### config.mk
export PLATFORM = sky130hd
export DESIGN_NAME = rl_scfifo_wrarb_flat
export DESIGN_NICKNAME = d
export VERILOG_FILES = /design/src/rtl/rl_scfifo_wrarb_pkg.sv /design/src/rtl/rl_scfifo_wrarb_if.sv /design/src/rtl/rl_rr_arbiter.sv /design/src/rtl/rl_scfifo_wrarb.sv /design/src/flat_wrapper.sv
export SDC_FILE = /design/constraint.sdc
export NUM_CORES = 1
export LEC_CHECK = 0
export ABC_AREA = 0
export BUFFER_PORTS_ARGS = -buffer_cell sky130_fd_sc_hd__buf_2
export CAP_MARGIN = 10
export CORE_UTILIZATION = 45
export DETAILED_ROUTE_END_ITERATION = 7
export PLACE_DENSITY = 0.8
export SYNTH_ARGS = -nofsm -noshare
export SYNTH_HDL_FRONTEND = slang
export SYNTH_SLANG_ARGS = --single-unit
### constraint.sdc
create_clock -name clk_i -period 2.85 [get_ports clk_i]
set_input_delay 0.4275 -clock clk_i [delete_from_list [all_inputs] [get_ports clk_i]]
set_output_delay 0.4275 -clock clk_i [all_outputs]
set_load 0.01 [all_outputs]
### src/rtl/rl_scfifo_wrarb_pkg.sv
// Shared types and helpers for the packet-atomic round-robin FIFO write arbiter.
// Optional stall timeout is enabled with RL_SCFIFO_WRARB_TIMEOUT_EN.
package rl_scfifo_wrarb_pkg;

    localparam int MAX_REQ = 16;
    localparam int MAX_IDX = 4;

    typedef enum logic {
        IDLE   = 1'b0,
        LOCKED = 1'b1
    } state_t;

    // First set request strictly after ptr, wrapping at n; one-hot result.
    function automatic logic [MAX_REQ-1:0] rr_select(input logic [MAX_REQ-1:0] req,
                                                     input logic [MAX_IDX-1:0] ptr,
                                                     input int n);
        logic [MAX_REQ-1:0] sel;
        logic               found;
        int                 idx;
        sel   = '0;
        found = 1'b0;
        for (int i = 1; i <= MAX_REQ; i++) begin
            idx = (int'(ptr) + i) % n;
            if (i <= n && !found && req[idx[3:0]]) begin
                sel[idx[3:0]] = 1'b1;
                found         = 1'b1;
            end
        end
        return sel;
    endfunction

    function automatic logic [MAX_IDX-1:0] onehot2bin(input logic [MAX_REQ-1:0] oh);
        logic [MAX_IDX-1:0] bin;
        bin = '0;
        for (int i = 0; i < MAX_REQ; i++) begin
            if (oh[i]) bin = bin | MAX_IDX'(i);
        end
        return bin;
    endfunction

endpackage

### src/rtl/rl_scfifo_wrarb_if.sv
// Producer handshakes plus FIFO write port of rl_scfifo_wrarb.
// Handshake: a beat moves on a cycle where req_valid_i[k] & req_ready_o[k] at the clock edge.
interface rl_scfifo_wrarb_if #(
    parameter int REQUESTERS = 4,
    parameter int DATA_SIZE  = 32,
    parameter int PTR_SIZE   = 4
);
    logic [REQUESTERS-1:0]           req_valid_i;
    logic [REQUESTERS-1:0]           req_last_i;
    logic [REQUESTERS*DATA_SIZE-1:0] req_data_i;
    logic [REQUESTERS-1:0]           req_ready_o;
    logic [REQUESTERS-1:0]           grant_o;
    logic                            busy_o;
    logic [DATA_SIZE-1:0]            fifo_d_o;
    logic                            fifo_wrena_o;
    logic [PTR_SIZE:0]               fifo_usedw_i;
    logic                            err_o;

    modport master (
        output req_valid_i, req_last_i, req_data_i, fifo_usedw_i,
        input  req_ready_o, grant_o, busy_o, fifo_d_o, fifo_wrena_o, err_o
    );

    modport slave (
        input  req_valid_i, req_last_i, req_data_i, fifo_usedw_i,
        output req_ready_o, grant_o, busy_o, fifo_d_o, fifo_wrena_o, err_o
    );

endinterface

### src/rtl/rl_rr_arbiter.sv
// Combinational round-robin select; the pointer register is held by the parent.
module rl_rr_arbiter
    import rl_scfifo_wrarb_pkg::*;
#(
    parameter int REQUESTERS = 4,
    parameter int IDX_W      = $clog2(REQUESTERS)
) (
    input  logic [REQUESTERS-1:0] req_i,
    input  logic [IDX_W-1:0]      ptr_i,
    output logic [REQUESTERS-1:0] gnt_o
);

    always_comb begin
        gnt_o = REQUESTERS'(rr_select(MAX_REQ'(req_i), MAX_IDX'(ptr_i), REQUESTERS));
    end

endmodule

### src/rtl/rl_scfifo_wrarb.sv
// Packet-atomic round-robin write arbiter with credit flow control in front of a single-clock FIFO.
// Define RL_SCFIFO_WRARB_TIMEOUT_EN to revoke a grant whose owner stalls for TIMEOUT cycles.
module rl_scfifo_wrarb
    import rl_scfifo_wrarb_pkg::*;
#(
    parameter int REQUESTERS = 4,
    parameter int DATA_SIZE  = 32,
    parameter int FIFO_DEPTH = 16,
    parameter int PTR_SIZE   = $clog2(FIFO_DEPTH),
    parameter int TIMEOUT    = 16
) (
    input  logic               clk_i,
    input  logic               rst_i,
    input  logic               clr_i,
    rl_scfifo_wrarb_if.slave   bus
);

    localparam int                IDX_W   = $clog2(REQUESTERS);
    localparam int                CNT_W   = PTR_SIZE + 2;
    localparam logic [CNT_W-1:0]  DEPTH_C = CNT_W'(FIFO_DEPTH);
    localparam logic [IDX_W-1:0]  RST_PTR = IDX_W'(REQUESTERS - 1);

    state_t                state_q, state_d;
    logic [REQUESTERS-1:0] grant_q, grant_d;
    logic [IDX_W-1:0]      ptr_q, ptr_d;
    logic                  wrena_q, wrena_d;
    logic [DATA_SIZE-1:0]  data_q, data_d;

    logic [REQUESTERS-1:0] arb_gnt;
    logic [REQUESTERS-1:0] ready;
    logic [IDX_W-1:0]      owner_idx;
    logic                  owner_last;
    logic [DATA_SIZE-1:0]  owner_data;
    logic                  credit_ok;
    logic                  accept;
    logic                  revoke;

    rl_rr_arbiter #(.REQUESTERS(REQUESTERS)) u_arb (
        .req_i (bus.req_valid_i),
        .ptr_i (ptr_q),
        .gnt_o (arb_gnt)
    );

    // Output process: ready is combinational so a fresh grant can accept on its first LOCKED cycle.
    always_comb begin : output_comb
        owner_idx  = IDX_W'(onehot2bin(MAX_REQ'(grant_q)));
        owner_last = |(bus.req_last_i & grant_q);
        owner_data = bus.req_data_i[owner_idx*DATA_SIZE +: DATA_SIZE];
        // The registered beat is not yet counted in usedw, so reserve a slot for it.
        credit_ok  = (CNT_W'(bus.fifo_usedw_i) + CNT_W'(wrena_q)) < DEPTH_C;
        ready      = (state_q == LOCKED && credit_ok && !clr_i) ? grant_q : '0;
        accept     = |(bus.req_valid_i & ready);
    end

`ifdef RL_SCFIFO_WRARB_TIMEOUT_EN
    localparam int TO_W = ($clog2(TIMEOUT + 1) > 8) ? 16 : 8;

    logic [TO_W-1:0] stall_q, stall_d;
    logic            err_q, err_d;

    always_comb begin : timeout_comb
        stall_d = '0;
        revoke  = 1'b0;
        if (state_q == LOCKED && !accept) begin
            if (!(|(bus.req_valid_i & grant_q))) begin
                stall_d = stall_q + 1'b1;
                revoke  = (stall_d == TO_W'(TIMEOUT));
            end else begin
                stall_d = stall_q;
            end
        end
        if (clr_i || revoke) stall_d = '0;
        err_d = revoke && !clr_i;
    end

    always_ff @(posedge clk_i or posedge rst_i) begin
        if (rst_i) begin
            stall_q <= '0;
            err_q   <= 1'b0;
        end else begin
            stall_q <= stall_d;
            err_q   <= err_d;
        end
    end

    assign bus.err_o = err_q;
`else
    assign revoke    = 1'b0;
    assign bus.err_o = 1'b0;
`endif

    always_comb begin : next_state_comb
        state_d = state_q;
        grant_d = grant_q;
        ptr_d   = ptr_q;
        wrena_d = accept;
        data_d  = accept ? owner_data : data_q;
        case (state_q)
            IDLE: begin
                if (|bus.req_valid_i) begin
                    grant_d = arb_gnt;
                    state_d = LOCKED;
                end
            end
            LOCKED: begin
                if ((accept && owner_last) || revoke) begin
                    state_d = IDLE;
                    grant_d = '0;
                    ptr_d   = owner_idx;
                end
            end
            default: state_d = IDLE;
        endcase
        if (clr_i) begin
            state_d = IDLE;
            grant_d = '0;
            ptr_d   = RST_PTR;
            wrena_d = 1'b0;
            data_d  = '0;
        end
    end

    always_ff @(posedge clk_i or posedge rst_i) begin : state_reg
        if (rst_i) begin
            state_q <= IDLE;
            grant_q <= '0;
            ptr_q   <= RST_PTR;
            wrena_q <= 1'b0;
            data_q  <= '0;
        end else begin
            state_q <= state_d;
            grant_q <= grant_d;
            ptr_q   <= ptr_d;
            wrena_q <= wrena_d;
            data_q  <= data_d;
        end
    end

    assign bus.req_ready_o  = ready;
    assign bus.grant_o      = grant_q;
    assign bus.busy_o       = (state_q == LOCKED);
    assign bus.fifo_d_o     = data_q;
    assign bus.fifo_wrena_o = wrena_q;

endmodule

### src/flat_wrapper.sv
// flat-port wrapper written by rule: the top's interface ports become plain ports
module rl_scfifo_wrarb_flat import rl_scfifo_wrarb_pkg::*;
#(
    parameter int REQUESTERS = 4,
    parameter int DATA_SIZE  = 32,
    parameter int FIFO_DEPTH = 16,
    parameter int PTR_SIZE   = $clog2(FIFO_DEPTH),
    parameter int TIMEOUT    = 16
)
  (clk_i, rst_i, clr_i, bus_req_valid_i, bus_req_last_i, bus_req_data_i, bus_fifo_usedw_i, bus_req_ready_o, bus_grant_o, bus_busy_o, bus_fifo_d_o, bus_fifo_wrena_o, bus_err_o);
  rl_scfifo_wrarb_if #(.REQUESTERS(REQUESTERS), .DATA_SIZE(DATA_SIZE), .PTR_SIZE(PTR_SIZE)) bus_i ();
  input  logic clk_i;
  input  logic rst_i;
  input  logic clr_i;
  input wire logic [$bits(bus_i.req_valid_i)-1:0] bus_req_valid_i;
  input wire logic [$bits(bus_i.req_last_i)-1:0] bus_req_last_i;
  input wire logic [$bits(bus_i.req_data_i)-1:0] bus_req_data_i;
  input wire logic [$bits(bus_i.fifo_usedw_i)-1:0] bus_fifo_usedw_i;
  output wire logic [$bits(bus_i.req_ready_o)-1:0] bus_req_ready_o;
  output wire logic [$bits(bus_i.grant_o)-1:0] bus_grant_o;
  output wire logic [$bits(bus_i.busy_o)-1:0] bus_busy_o;
  output wire logic [$bits(bus_i.fifo_d_o)-1:0] bus_fifo_d_o;
  output wire logic [$bits(bus_i.fifo_wrena_o)-1:0] bus_fifo_wrena_o;
  output wire logic [$bits(bus_i.err_o)-1:0] bus_err_o;
  assign bus_i.req_valid_i = bus_req_valid_i;
  assign bus_i.req_last_i = bus_req_last_i;
  assign bus_i.req_data_i = bus_req_data_i;
  assign bus_i.fifo_usedw_i = bus_fifo_usedw_i;
  assign bus_req_ready_o = bus_i.req_ready_o;
  assign bus_grant_o = bus_i.grant_o;
  assign bus_busy_o = bus_i.busy_o;
  assign bus_fifo_d_o = bus_i.fifo_d_o;
  assign bus_fifo_wrena_o = bus_i.fifo_wrena_o;
  assign bus_err_o = bus_i.err_o;
  rl_scfifo_wrarb #(.REQUESTERS(REQUESTERS), .DATA_SIZE(DATA_SIZE), .FIFO_DEPTH(FIFO_DEPTH), .PTR_SIZE(PTR_SIZE), .TIMEOUT(TIMEOUT)) u_core (.clk_i(clk_i), .rst_i(rst_i), .clr_i(clr_i), .bus(bus_i));
endmodule
==> results of run 1 <==
## cells in the final DEF, fill, tap and decap left out, types with 2 or more instances in the layout
cell type	instances
a21oi_1	12
a22oi_1	5
a311o_1	2
and2_1	4
buf_2	185
buf_4	8
clkbuf_8	5
dfrtp_1	38
dfstp_2	2
ha_1	7
inv_1	4
mux2_2	32
mux4_2	2
nand2_1	70
nand3_1	32
nand3b_1	36
nand4_1	2
nor2b_1	3
nor3_1	2
o21ai_0	64
o21ai_1	4
or2_2	3
## critical path, cell delays in order (launching register included)
cell,delay (ns)
dfrtp_1,0.39
and4_1,0.21
a2111oi_2,0.43
buf_4,0.24
and2_1,0.12
buf_2,0.12
## power by group through the flow
stage / Combinational (mW) / Clock [mW] / Sequential, mW
floorplan: 0.241 / 0 / 0.622
global placement: 0.412 / 0 / 0.614
detailed placement: 0.424 / 0 / 0.614
CTS: 0.426 / 0.466 / 0.604
global route: 0.474 / 0.485 / 0.607
finish: 0.422 / 0.454 / 0.604
## registers in the layout, summed over array words and instances (netlist names)
name and cells:
u_core.bus.fifo_d_o 32, u_core.bus.fifo_wrena_o 1, u_core.bus.busy_o 1, u_core.ptr_q 2
u_core.bus.grant_o 4
## worst paths after layout
kind,cells past startpoint,startpoint,endpoint,slack (ns)
worst max-delay path,5,u_core.bus.fifo_wrena_o,bus_req_ready_o[2],0.62
worst min-delay path,2,rst_i,u_core.bus.fifo_d_o[29],0.12
worst max register to register,7,u_core.ptr_q[0],u_core.bus.grant_o[1],0.73
worst min register to register,2,u_core.bus.fifo_d_o[16],u_core.bus.fifo_d_o[16],0.51
max in group asynchronous,3,rst_i,u_core.ptr_q[0],2.02
min in group clk_i,5,bus_req_data_i[68],u_core.bus.fifo_d_o[4],0.50
## cell families (layout without fill, tap and decap cells)
logic type | count (synthesis) | in the layout | synth area share
AND/OR/NAND/NOR | 160 | 160 | 0.272
buffers and inverters | 38 | 206 | 0.0551
AO/OA/AOI/OAI | 93 | 93 | 0.171
multiplexers | 35 | 35 | 0.142
adder cells (fa/ha/maj) | 7 | 7 | 0.0288
other | 1 | 1 | 0.00123
flip-flops | 40 | 40 | 0.329
## area by class of cell
type	instances	area [um2]	area share
multi-input cells	296	1880	0.459
flip-flops and latches	40	1000	0.245
repair buffers	193	986	0.241
well taps	77	96.3	0.0235
clock buffers	6	72.6	0.0177
clock inverters	2	35.0	0.00856
inverters	5	18.8	0.00459
## routing by layer
metal,GRT usage,share of wire,wire length [um]
met2,0.475,0.52,4610
met1,0.306,0.41,3660
met4,0.0533,0.0081,72
met3,0.0442,0.062,553
met5,0,0,0
==> flow_summary.toml, run 1 <==
[finish]
n_antenna_cell = 0
area_growth_pct = 34.3
drive_above_1_share = 0.452
nNetsFinal = 692
fin_area_um2 = 4090
finalNonFillerCells = 619
final_util = 0.633
n_fill_cell = 578

[place]
dp_hpwl_mm = 6.62
dp.cells = 611
place.gp.congestion = 0.889
place_area_um2 = 3980
numPortBuffers = 185
dp_slack_ns = 0.736

[power_and_ir_drop]
max-vdd-ir-drop_mv = 0.152
p_leak_nw = 2.08
seq_power_share = 0.408
p_int_mw = 1.05
switchingPower_uw = 432
combPwrFrac = 0.285
switching_share = 0.292
power_mw = 1.48
pwr-share-clk = 0.307
p_per_area_nw_per_um2 = 362

[logic_synthesis]
synth_edf_count = 0
synth_area_leaders = "dfrtp_1 31%, mux2_2 12%, o21ai_0 11%"
synth_common_cells = "71 x nand2_1, 64 x o21ai_0, 38 x dfrtp_1"
yosysSeqAreaShare = 0.329
synthDistinctLibCells = 40
synth.most_common_cell = "nand2_1"
synth_area_leader_cell = "dfrtp_1"
synth_top_area_frac = 0.312
yosysWarnings = 0
syn-cell-area_um2 = 3050
syn_area_per_cell_um2 = 8.14
synthesis.nets = 525
synth_ff_type = "dfrtp_1"
ys_seq_elements = 40
syn_inst = 374
async_reset_ff_frac = 1.00

[detailed_routing]
post_drt_wl_per_cell_um = 14.4
firstDrtPassIters = 7
viasPerCell = 5.37
detail-route-antenna-nets = 0
route.detailed.drc = 23
vias = 3321
wirelength_mm = 8.89
drtIter0Drc = 101

[clocking]
clk_latency_ns = 0.29
clockBufferDepth = 2
postCtsSetupBuffers = 0
cts_resized = 0
ctsHtreeMaxLevel = 2
tritoncts = "yes"
postCtsHoldBufs = 0
clkSinkCount = 40
numCtsBuffers = 5
cts.clk_slew.worst_paths_ns = 0.08
cts_root_buf = "clkbuf_8"

[sta]
fin_skew_ns = 0.00279
fin_hold_ws_ns = 0.117
post-route-period-util = 0.784
setup_tns_ns = 0
hold_violations = 0
worst_slack_ns = 0.617
worst-slew-pin-transition_ns = 1.01
slew_violations = 0
setup_viol = 0
slew_headroom = 0.329
rsz0062_at_grt = "false"
fmax_mhz = 448
period_needed_ns = 2.23

[floorplan]
fp.dieW_um = 84.3
coreArea_um2 = 6460
initial_utilization = 0.472
pin_count = 187
row_count = 29
die_area_um2 = 7100
die_y_um = 84.3

[global_route]
grt_start_max_net_pins = 66
antenna_found_initial = 0
overflow = 0
grt_pass1_wl_mm = 14.7
track_usage = 0.254
grt_pass1_vias = 3183

[worst_setup_path]
end_kind = "primary output"
startpoint_type = "flop"
cp.arrival_ns = 1.81
cp_data_required_time_ns = 2.42
cp_max_fo = 9
path_class = "flop to primary output"

[run_status]
status = "complete, but fails checks"
violations = "DRC"

[job]
drv_cap = 0

[min_path]
min_path_type = "input port to async pin"
No activity file was read; power rests on OpenSTA's default activity.
==> inputs of run 2 (changes only) <==
Settings changed: ABC_AREA 0 to 1, CORE_UTILIZATION 45 to 44, PLACE_DENSITY 0.8 to 0.79.
Clock period 2.85 ns to 2.3 ns, I/O delays scaled along.
==> run 2 against run 1 <==
The run still ends with DRC left. Via count increased by 8.1%. Die area increased by 0.21%. Area after synthesis decreased by 2.0%. Critical path depth increased by 6. Core utilization decreased by 0.35 points. Worst hold slack improved by 0.040 ns. Global-route usage increased by 1.5 points. Cell count increased by 9.2%. Clock skew increased by 0.0010 ns.
==> flow_summary.toml, run 2 <==
[global_route]
grt_pass1_wl_mm = 15.5
grt_pass1_vias = 3388
track_usage = 0.269
antenna_found_initial = 0
overflow = 0
grt_start_max_net_pins = 51

[clocking]
cts_resized = 0
clkSinkCount = 40
clk_latency_ns = 0.28
cts_root_buf = "clkbuf_8"
tritoncts = "yes"
clockBufferDepth = 2
cts.clk_slew.worst_paths_ns = 0.08
postCtsHoldBufs = 0
postCtsSetupBuffers = 0
ctsHtreeMaxLevel = 2
numCtsBuffers = 5

[logic_synthesis]
syn-cell-area_um2 = 2980
yosysSeqAreaShare = 0.336
async_reset_ff_frac = 1.00
synth_edf_count = 0
yosysWarnings = 0
synth_area_leaders = "dfrtp_1 32%, nand2_1 14%, a22oi_1 8.1%"
synth_area_leader_cell = "dfrtp_1"
syn_area_per_cell_um2 = 7.04
synth_top_area_frac = 0.319
synth_ff_type = "dfrtp_1"
synth.most_common_cell = "nand2_1"
ys_seq_elements = 40
syn_inst = 424
synth_common_cells = "111 x nand2_1, 47 x inv_1, 38 x dfrtp_1"
synthDistinctLibCells = 26
synthesis.nets = 575

[floorplan]
row_count = 29
pin_count = 187
die_area_um2 = 7120
fp.dieW_um = 84.4
coreArea_um2 = 6460
die_y_um = 84.4
initial_utilization = 0.462

[worst_setup_path]
worst-path-buf-inv = 2
startpoint_type = "flop"
worstPathCellList = "inv_1, ha_1, inv_1, nand3_2, nand2_4, nand2_4, nor2_4, nand2_1, nand3b_1, nand2_1, nand2_1"
r2r_slack_ns = 0.26
cpMaxStageDelayCell = "dfstp_2"
max_stage_delay_ns = 0.63
cp-startpoint = "u_core.ptr_q[1]"
path_class = "flop to flop"
path_delay_family = "simple AND/OR/NAND/NOR gates"
end_kind = "flop"
cp_data_required_time_ns = 2.53
cp_max_fo = 9
cp.arrival_ns = 2.27
crit_top_cell = "nand2_1"
crit-reg2reg-launch = "u_core.ptr_q[1]"

[detailed_routing]
viasPerCell = 5.31
firstDrtPassIters = 7
detail-route-antenna-nets = 0
wirelength_mm = 9.54
route.detailed.drc = 15
post_drt_wl_per_cell_um = 14.1
vias = 3589
drtIter0Drc = 181

[place]
numPortBuffers = 185
dp_hpwl_mm = 7.21
dp_slack_ns = 0.296
place.gp.congestion = 0.955

[min_path]
min_path_type = "input port to async pin"

[power_and_ir_drop]
seq_power_share = 0.419
p_int_mw = 1.25
pwr-share-clk = 0.332
p_leak_nw = 2.18
max-vdd-ir-drop_mv = 0.307
p_per_area_nw_per_um2 = 432
switching_share = 0.291
switchingPower_uw = 511
combPwrFrac = 0.249
power_mw = 1.76

[sta]
setup_viol = 0
post-route-period-util = 0.885
fin_hold_ws_ns = 0.157
rsz0062_at_grt = "false"
slew_violations = 0
worst_slack_ns = 0.264
slew_headroom = 0.657
setup_tns_ns = 0
worst-slew-pin-transition_ns = 0.512
fin_skew_ns = 0.00380
fmax_mhz = 491
hold_violations = 0
period_needed_ns = 2.04

[finish]
multi_input_area_um2 = 1640
ff_latch_area_um2 = 1000
nNetsFinal = 749
layout_common_cells = "185 x buf_2, 111 x nand2_1, 46 x inv_1, 38 x dfrtp_1, 33 x a21oi_1"
drive_above_1_share = 0.376
n_antenna_cell = 0
n_fill_cell = 612
largest_reg_flops = 32
layout_commonest_cell = "buf_2"
area_growth_pct = 36.4

[job]
drv_cap = 0

[run_status]
violations = "DRC"
status = "complete, but fails checks"
[run 2: changes by cell type in the layout (fill, tap and decap cells not counted), moves of 8 or more]
cell      delta
a22oi_1     +27
nand3b_1    -32
o22ai_1     +32
nand2_1     +41
nand3_1      -8
mux2_2      -32
nor2_1       +9
a21oi_1     +21
inv_1       +42
o21ai_1     +24
o21ai_0     -62
[run 2: cells by family (layout without fill, tap and decap cells)]
family	count (synthesis)	count (layout)	share of synthesized area
fa+ha+maj	7	7	0.0293
buf+inv	79	254	0.119
simple gates	167	167	0.252
other cells	1	1	0.00126
compound gates	130	130	0.262
flops	40	40	0.336
[run 2: power by group through the flow]
stage               Combinational (mW)  Sequential, mW  Clock [mW]
floorplan                        0.232           0.756           0
global placement                 0.428           0.750           0
detailed placement               0.438           0.750           0
CTS                              0.440           0.737       0.610
global route                     0.488           0.740       0.639
finish                           0.438           0.737       0.584
[run 2: cell type report]
class,instances,area share
multi-input cells,305,0.402
well taps,77,0.0237
flip-flops and latches,40,0.247
clock buffers,5,0.0169
repair buffers,195,0.252
inverters,51,0.0470
clock inverters,3,0.0114
[run 2: final timing paths]
check	depth (start not counted)	endpoint
worst max-delay path	11	u_core.bus.grant_o[1]
worst min-delay path	3	u_core.bus.fifo_d_o[0]
worst max register to register	11	u_core.bus.grant_o[1]
worst min register to register	2	u_core.bus.fifo_d_o[1]
max in group asynchronous	3	u_core.ptr_q[1]
min in group clk_i	3	u_core.ptr_q[1]
[run 2: worst reg2reg max path, stage by stage, from the launching register on]
cell and delay [ns]:
dfstp_2 0.63, inv_1 0.14, ha_1 0.34, inv_1 0.10, nand3_2 0.15, nand2_4 0.13, nand2_4 0.07, nor2_4 0.13
nand2_1 0.08, nand3b_1 0.09, nand2_1 0.06, nand2_1 0.07
[run 2: routing by layer]
| layer | up-vias | global-route usage | part of all wire |
|---|---|---|---|
| met5 | - | 0 | 0 |
| met4 | 0 | 0.0740 | 0.013 |
| met3 | 15 | 0.0403 | 0.067 |
| met2 | 164 | 0.477 | 0.49 |
| met1 | 1623 | 0.343 | 0.43 |
| li1 | 1787 | - | - |
[run 2: metrics by stage]
| stage | util | instances | instance area (um2) |
|---|---|---|---|
| 6_report | 0.630 | 676 | 4070 |
| 5_1_grt | 0.630 | 676 | 4070 |
| 4_1_cts | 0.630 | 676 | 4070 |
| 3_5_place_dp | 0.612 | 668 | 3950 |
| 3_3_place_gp | 0.612 | 668 | 3950 |
| 2_1_floorplan | - | 424 | 2980 |
==> inputs of run 3 (changes only) <==
Settings changed: ABC_AREA 1 to 0.
==> run 3 against run 2 <==
The run now ends clean. Clock skew is 0.0053 ns higher. Fmax is 2.5% lower. Critical endpoint is now u_core.bus.grant_o[0]. Worst setup slack worse by 0.053 ns. Via count is 5.4% lower. Clock-buffer cell count is 1 higher. Critical path depth is 4 lower. Sequential power is 2% higher. Combinational power is 21% higher.
==> flow_summary.toml, run 3 (same netlist as run 1, synthesis figures left out) <==
[floorplan]
die_y_um = 85.2
initial_utilization = 0.466
row_count = 29
coreArea_um2 = 6530
die_area_um2 = 7260
pin_count = 187
fp.dieW_um = 85.2

[finish]
largest_reg_flops = 32
n_fill_cell = 605
fin_area_um2 = 4120
finalNonFillerCells = 621
nNetsFinal = 694
ff_latch_area_um2 = 1000
layout_common_cells = "185 x buf_2, 70 x nand2_1, 64 x o21ai_0, 38 x dfrtp_1, 36 x nand3b_1"
drive_above_1_share = 0.454
n_antenna_cell = 0
area_growth_pct = 35.3
layout_commonest_cell = "buf_2"
multi_input_area_um2 = 1880

[clocking]
clockBufferDepth = 2
cts_resized = 0
tritoncts = "yes"
clk_latency_ns = 0.29
cts_root_buf = "clkbuf_8"
cts.clk_slew.worst_paths_ns = 0.08
ctsHtreeMaxLevel = 2
postCtsHoldBufs = 0
clkSinkCount = 40
postCtsSetupBuffers = 0
numCtsBuffers = 5

[detailed_routing]
detail-route-antenna-nets = 0
route.detailed.drc = 0
firstDrtPassIters = 4
viasPerCell = 5.47
post_drt_wl_per_cell_um = 14.4
wirelength_mm = 8.92
vias = 3396
drtIter0Drc = 113

[global_route]
antenna_found_initial = 0
track_usage = 0.248
grt_pass1_wl_mm = 14.3
grt_start_max_net_pins = 41
overflow = 0
grt_pass1_vias = 3114

[sta]
worst-slew-pin-transition_ns = 0.650
slew_headroom = 0.566
slew_violations = 0
post-route-period-util = 0.908
setup_tns_ns = 0
period_needed_ns = 2.09
setup_viol = 0
fmax_mhz = 479
fin_skew_ns = 0.00907
hold_violations = 0
rsz0062_at_grt = "false"

[place]
place.gp.congestion = 0.884
place_area_um2 = 4010
dp_hpwl_mm = 6.80
numPortBuffers = 185
dp.cells = 613

[power_and_ir_drop]
p_leak_nw = 2.10
max-vdd-ir-drop_mv = 0.298
p_per_area_nw_per_um2 = 447

[worst_setup_path]
cp_data_required_time_ns = 2.49
end_kind = "flop"
cp_max_fo = 11
crit-reg2reg-launch = "u_core.ptr_q[0]"
cp.arrival_ns = 2.28
path_class = "flop to flop"
r2r-end = "u_core.bus.grant_o[0]"
startpoint_type = "flop"
r2r_slack_ns = 0.21
reg2reg_depth = 7

[min_path]
min_path_type = "input port to async pin"

[run_status]
status = "completed"

[job]
drv_cap = 0
==> run 3: changes by cell type in the layout (fill, tap and decap cells not counted), sizes merged, moves of 26 or more <==
| cell | change |
|---|---|
| inv | -47 |
| nand2 | -46 |
| nand3b | +32 |
| o22ai | -32 |
| a22oi | -26 |
| mux2 | +32 |
| o21ai | +36 |
==> run 3: layout make-up <==
type                       instances  area share
clock buffer                       6      0.0176
clock inverter                     2     0.00851
tap                               77      0.0234
inverter                           5     0.00456
timing repair buffer             195       0.246
multi-input combinational        296       0.456
sequential                        40       0.244
==> run 3: where the power goes <==
group          switching, mW  internal [mW]
Clock                  0.240          0.322
Combinational          0.276          0.254
Sequential            0.0215          0.729
Total                  0.538           1.30
==> run 3: how the worst max path moves through the flow <==
| stage | from | end | slack [ns] | depth (start not counted) |
|---|---|---|---|---|
| 5_1_grt | u_core.ptr_q[0] | u_core.bus.grant_o[0] | 0.08 | 7 |
| 2_1_floorplan | u_core.ptr_q[0] | u_core.bus.grant_o[0] | 0.36 | 8 |
| 3_5_place_dp | u_core.ptr_q[0] | u_core.bus.grant_o[0] | 0.23 | 7 |
| 4_1_cts | u_core.bus.fifo_wrena_o | bus_req_ready_o[0] | 0.21 | 5 |
| 3_3_place_gp | u_core.ptr_q[0] | u_core.bus.grant_o[0] | 0.31 | 7 |
| 6_report | u_core.ptr_q[0] | u_core.bus.grant_o[0] | 0.21 | 7 |
==> run 3: critical path: stages, from the launching register on <==
cell,delay (ns)
dfstp_2,0.67
inv_1,0.14
ha_1,0.34
mux4_2,0.37
a21oi_1,0.14
o21ai_0,0.11
a22oi_2,0.15
o21ai_2,0.06
==> run 3: per-stage QoR <==
stage                     total power, mW  hold WS [ns]  utilization  worst slack [ns]
after detailed placement             1.30         0.493        0.614             0.231
after CTS                            1.87         0.174        0.631             0.205
final                                1.84         0.157        0.631             0.211
after global routing                 1.96         0.198        0.631            0.0827
after global placement               1.28         0.488        0.614             0.311
after floorplan                      1.07         0.542            -             0.357
==> run 3: layer usage <==
metal  GRT usage  vias up  share of wire
met5           0        -              0
met4      0.0801        0          0.022
met3      0.0516       18          0.074
met2       0.449      165           0.50
met1       0.291     1552           0.40
li1            -     1661              -
